<file path="config.mk">
export PLATFORM = sky130hd
export DESIGN_NAME = ptmch_spi_cmd_tx
export DESIGN_NICKNAME = d
export VERILOG_FILES = /design/src/rtl/ptmch_spi_cmd_tx.sv
export SDC_FILE = /design/constraint.sdc
export NUM_CORES = 1
export LEC_CHECK = 0
export ABC_AREA = 1
export CORE_ASPECT_RATIO = 1.25
export CORE_MARGIN = 5
export CORE_UTILIZATION = 45
export DETAILED_ROUTE_END_ITERATION = 16
export PLACE_DENSITY_LB_ADDON = 0.2
export SYNTH_ARGS = -nofsm -noshare
export SYNTH_HDL_FRONTEND = slang
export SYNTH_SLANG_ARGS = --single-unit
</file>
<file path="constraint.sdc">
create_clock -name CLK160M -period 1.8 [get_ports CLK160M]
set_input_delay 0.27 -clock CLK160M [delete_from_list [all_inputs] [get_ports CLK160M]]
set_output_delay 0.27 -clock CLK160M [all_outputs]
set_load 0.03 [all_outputs]
</file>
<file path="src/rtl/ptmch_spi_cmd_tx.sv">
// SPI mode-0 command transmitter: one frame of opcode plus 0-3 address bytes, MSB first,
// framed by chip select with programmable setup, hold and idle times.
module ptmch_spi_cmd_tx #(
  parameter int unsigned P_CLK_DIV  = 4,
  parameter int unsigned P_CS_SETUP = 2,
  parameter int unsigned P_CS_HOLD  = 2,
  parameter int unsigned P_CS_IDLE  = 4
) (
  input  logic        CLK160M,
  input  logic        RESET,
  input  logic        CMD_START,
  input  logic [7:0]  CMD_OPCODE,
  input  logic [23:0] CMD_ADDR,
  input  logic [1:0]  CMD_ADDR_BYTES,
  output logic        CMD_BUSY,
  output logic        CMD_DONE,
  output logic        SPI_CS,
  output logic        SPI_CLK,
  output logic        SPI_MOSI
);

  localparam int unsigned MAX_AB  = (P_CLK_DIV > P_CS_SETUP) ? P_CLK_DIV : P_CS_SETUP;
  localparam int unsigned MAX_CD  = (P_CS_HOLD > P_CS_IDLE) ? P_CS_HOLD : P_CS_IDLE;
  localparam int unsigned MAX_ALL = (MAX_AB > MAX_CD) ? MAX_AB : MAX_CD;
  localparam int unsigned CNT_W   = $clog2(MAX_ALL + 1);
  localparam int unsigned BIT_W   = 6;
  localparam int unsigned SHR_W   = 32;

  localparam logic [CNT_W-1:0] DIV_TC   = CNT_W'(P_CLK_DIV - 1);
  localparam logic [CNT_W-1:0] SETUP_TC = CNT_W'(P_CS_SETUP - 1);
  localparam logic [CNT_W-1:0] HOLD_TC  = CNT_W'(P_CS_HOLD - 1);
  localparam logic [CNT_W-1:0] IDLE_TC  = CNT_W'(P_CS_IDLE - 1);

  typedef enum logic [2:0] {
    S_IDLE,
    S_CS_SETUP,
    S_SHIFT,
    S_CS_HOLD,
    S_CS_IDLE
  } state_e;

  state_e             state_q, state_d;
  logic [CNT_W-1:0]   cnt_q, cnt_d;
  logic [BIT_W-1:0]   bit_q, bit_d;
  logic [BIT_W-1:0]   nbits_q, nbits_d;
  logic [SHR_W-1:0]   shreg_q, shreg_d;
  logic               cs_q, cs_d;
  logic               sclk_q, sclk_d;
  logic               busy_q, busy_d;
  logic               done_q, done_d;

  // Next-state and next-output computation; MOSI is the shift register MSB.
  always_comb begin
    state_d = state_q;
    cnt_d   = cnt_q;
    bit_d   = bit_q;
    nbits_d = nbits_q;
    shreg_d = shreg_q;
    cs_d    = cs_q;
    sclk_d  = sclk_q;
    busy_d  = busy_q;
    done_d  = 1'b0;

    case (state_q)
      S_IDLE: begin
        cnt_d = '0;
        if (CMD_START) begin
          case (CMD_ADDR_BYTES)
            2'd0:    shreg_d = {CMD_OPCODE, 24'h000000};
            2'd1:    shreg_d = {CMD_OPCODE, CMD_ADDR[7:0], 16'h0000};
            2'd2:    shreg_d = {CMD_OPCODE, CMD_ADDR[15:0], 8'h00};
            default: shreg_d = {CMD_OPCODE, CMD_ADDR};
          endcase
          nbits_d = BIT_W'(8) + BIT_W'({CMD_ADDR_BYTES, 3'b000});
          bit_d   = '0;
          cs_d    = 1'b0;
          sclk_d  = 1'b0;
          busy_d  = 1'b1;
          state_d = S_CS_SETUP;
        end
      end

      S_CS_SETUP: begin
        if (cnt_q == SETUP_TC) begin
          cnt_d   = '0;
          state_d = S_SHIFT;
        end else begin
          cnt_d = cnt_q + CNT_W'(1);
        end
      end

      S_SHIFT: begin
        if (cnt_q != DIV_TC) begin
          cnt_d = cnt_q + CNT_W'(1);
        end else begin
          cnt_d = '0;
          if (!sclk_q) begin
            sclk_d = 1'b1;
          end else begin
            sclk_d = 1'b0;
            if (bit_q == nbits_q - BIT_W'(1)) begin
              state_d = S_CS_HOLD;
            end else begin
              bit_d   = bit_q + BIT_W'(1);
              shreg_d = {shreg_q[SHR_W-2:0], 1'b0};
            end
          end
        end
      end

      S_CS_HOLD: begin
        if (cnt_q == HOLD_TC) begin
          cnt_d   = '0;
          cs_d    = 1'b1;
          shreg_d = '0;
          state_d = S_CS_IDLE;
        end else begin
          cnt_d = cnt_q + CNT_W'(1);
        end
      end

      S_CS_IDLE: begin
        if (cnt_q == IDLE_TC) begin
          cnt_d   = '0;
          busy_d  = 1'b0;
          done_d  = 1'b1;
          state_d = S_IDLE;
        end else begin
          cnt_d = cnt_q + CNT_W'(1);
        end
      end

      default: begin
        state_d = S_IDLE;
      end
    endcase
  end

  // State and output registers with synchronous reset.
  always_ff @(posedge CLK160M) begin
    if (RESET) begin
      state_q <= S_IDLE;
      cnt_q   <= '0;
      bit_q   <= '0;
      nbits_q <= '0;
      shreg_q <= '0;
      cs_q    <= 1'b1;
      sclk_q  <= 1'b0;
      busy_q  <= 1'b0;
      done_q  <= 1'b0;
    end else begin
      state_q <= state_d;
      cnt_q   <= cnt_d;
      bit_q   <= bit_d;
      nbits_q <= nbits_d;
      shreg_q <= shreg_d;
      cs_q    <= cs_d;
      sclk_q  <= sclk_d;
      busy_q  <= busy_d;
      done_q  <= done_d;
    end
  end

  assign CMD_BUSY = busy_q;
  assign CMD_DONE = done_q;
  assign SPI_CS   = cs_q;
  assign SPI_CLK  = sclk_q;
  assign SPI_MOSI = shreg_q[SHR_W-1];

endmodule

</file>
==> impl_metrics.py <==
metrics = {
    "sta": {
        "clock.fmax_ghz": 0.580,
        "setup_viol": 0,
        "min_period_over_period": 0.958,
        "max-slew-margin-rel": 0.775,
        "hold_viol": 0,
        "finalWorstSetupSlack_ps": 75.7,
        "hold-worst-slack_ps": 465,
        "tightest_slew_ps": 335,
        "fin_skew_ps": 4.54,
        "fin_crit_ps": 1720,
        "final_max_slew_viol_count": 0,
    },
    "yosys": {
        "synthTopCellsByCount": "nand2_1, nand3_1, nor2_1, dfxtp_1, a21oi_1",
        "yosys_warnings": 0,
        "synth_ff_type": "dfxtp_1",
        "synth_cells": 515,
        "synth_top_area_frac": 0.315,
        "synth_edf_count": 0,
        "syn_area_um2": 3240,
        "synth.distinct_cells": 31,
        "synth_area_per_cell_um2": 6.29,
        "synthTopCellsByArea": "dfxtp_1, nand2_1, nand3_1",
        "yosysMostFrequentCell": "nand2_1",
        "ys_seq_area_frac": 0.315,
        "async_reset_ff_frac": 0,
        "synth_nets": 561,
        "synth.ff_latch_count": 51,
        "yosysTopAreaCell": "dfxtp_1",
    },
    "power": {
        "clkPwrFrac": 0.115,
        "switching_share": 0.413,
        "p_int_w": 0.00364,
        "irDropWorstVdd_uv": 792,
        "power.density_nw_per_um2": 1450,
        "netSwitchingPower_w": 0.00256,
        "pwr-share-seq": 0.272,
        "p_leak_nw": 1.91,
        "p_comb_frac": 0.613,
    },
    "finish": {
        "nFillCells": 673,
        "areaGrowthSynthToFinish_pct": 31.7,
        "ff_latch_area_um2": 1030,
        "drive_gt1_frac": 0.146,
        "diodes": 0,
        "num-nets-final": 620,
        "design_area_um2": 4270,
        "multi_input_area_um2": 1950,
    },
    "worst_setup_path": {
        "cp.required_ps": 2000,
        "crit_fanout": 64,
        "crit_path_end_kind": "flop",
        "slowest_stage": "dfxtp_1",
        "critPathKind": "flop to flop",
        "r2r_setup_slack_ps": 80,
        "startpoint_type": "flop",
        "worstPathArrival_ps": 1930,
        "path_delay_family": "flip-flops",
        "path_buf_inv": 2,
        "crit_path_max_incr_delay_ps": 360,
        "crit_chain": "inv_1, ha_1, xnor2_2, nor2_2, nand3_2, buf_12, a21oi_1, nor2_1",
    },
    "clocking": {
        "clkSinkCount": 51,
        "cts_buffer_depth": 2,
        "clk_pin_slew_worst_paths_ps": 100,
        "cts_made_buffers": 5,
        "cts-htree-levels": 2,
        "insertion_delay_ps": 310,
        "postCtsHoldBufs": 0,
        "clk_root_buffer_cell": "clkbuf_8",
        "cts_tree": "built",
    },
    "floorplan": {
        "start_util": 0.465,
        "core_um2": 6980,
        "dieArea_um2": 9010,
        "ios": 42,
        "row_count": 34,
        "dieWidth_um": 85.9,
        "die_height_um": 105,
    },
    "status": {
        "outcome": "finished clean",
    },
    "placed_design": {
        "preCtsSetupSlack_ps": -189,
        "dpl_cell_area_um2": 3830,
        "place.gp.congestion": 0.862,
        "hpwl_um": 5660,
        "portBuffers": 41,
    },
    "drt": {
        "avgViaCountPerCell": 5.22,
        "drt-total-wl_um": 8960,
        "drt_first_pass_iters": 5,
        "drc": 0,
        "drt_iter0_drc": 201,
        "vias": 3470,
        "wl_per_cell_um": 13.5,
        "antenna_left": 0,
    },
    "global_routing": {
        "grt_pass1_vias": 3093,
        "grt_pass1_wl_um": 13600,
        "grt_max_degree": 65,
        "grt-ovfl-total": 0,
        "grtUsageTotal": 0.179,
        "antenna_found_initial": 0,
    },
    "worst_hold_path": {
        "min_path_type": "flop to flop",
    },
    "run": {
        "cap_violations": 0,
    },
}
[layout by cell type (no fill, tap or decap), types with 7 or more instances in the layout]
cell,Yosys,layout
nand2_1,155,154
nand3_1,76,76
buf_4,2,26
nor2_1,59,58
buf_12,0,7
dfxtp_1,51,46
clkdlybuf4s50_1,0,40
o21ai_0,12,12
a21boi_0,15,15
inv_2,5,8
a21oi_1,42,40
inv_1,37,33
[through the flow]
stage               setup TNS [ps]  total power (W)  std cells   util
detailed placement           -2530          0.00455        640  0.550
global route                  -359          0.00668        665  0.612
global placement             -1910          0.00448        640  0.550
floorplan                        0          0.00387        515      -
finish                           0          0.00620        665  0.612
CTS                              0          0.00529        648  0.564
[worst register-to-register path, delay by kind of cell (launching register included)]
kind                     cells  cell delay (ps)
flip-flops                   1              360
adder cells (fa/ha/maj)      1              330
AND/OR/NAND/NOR              3              310
buffers and inverters        2              300
AO/OA/AOI/OAI                1              190
XOR/XNOR                     1              150
[worst paths after layout]
path              startpoint          end  cells after the start
setup / recovery  nbits_q[3]  shreg_q[21]                      8
hold / removal        SPI_CS       SPI_CS                      2
setup reg to reg  nbits_q[3]  shreg_q[21]                      8
hold reg to reg       SPI_CS       SPI_CS                      2
[metal layers]
layer	global-route usage	vias up	share of wire
met4	0.0543	0	0.019
met5	0	-	0
li1	-	1779	-
met3	0.0299	15	0.060
met1	0.226	1560	0.42
met2	0.308	116	0.50
[power by group through the flow]
stage / registers [W] / logic (W) / clock network, W
floorplan: 0.00170 / 0.00218 / 0
global placement: 0.00167 / 0.00280 / 0
detailed placement: 0.00168 / 0.00286 / 0
CTS: 0.00166 / 0.00288 / 0.000747
global route: 0.00172 / 0.00418 / 0.000771
finish: 0.00169 / 0.00380 / 0.000711
[timing repair]
action / CTS / global route
cloned: 0 / 9
hold endpoints to repair: 0 / 0
pin swaps: 0 / 6
setup buffers: 0 / 8
gates resized for setup: 1 / 27
setup endpoints to repair: 3 / 40
[cell families (layout without fill, tap and decap cells)]
logic type / after synthesis / in the layout / synth area share
adder cells (fa/ha/maj): 9 / 9 / 0.0347
buffers and inverters: 73 / 133 / 0.108
AND/OR/NAND/NOR: 304 / 304 / 0.400
XOR/XNOR: 1 / 1 / 0.00270
flip-flops: 51 / 51 / 0.315
AO/OA/AOI/OAI: 77 / 77 / 0.139
[registers in the layout (all words and copies together), names as in the netlist]
signal,cells
CMD_DONE,1
nbits_q,3
state_q,3
cnt_q,3
SPI_CLK,1
SPI_CS,1
bit_q,6
shreg_q,32
CMD_BUSY,1
[final cells by class]
type	instances	area share
inverter	42	0.0378
timing repair buffer	82	0.212
clock inverter	2	0.00381
sequential	51	0.242
multi-input combinational	391	0.457
tap	90	0.0264
clock buffer	6	0.0193
timing repair inverter	1	0.00176
(Power assumes the default switching activity.)
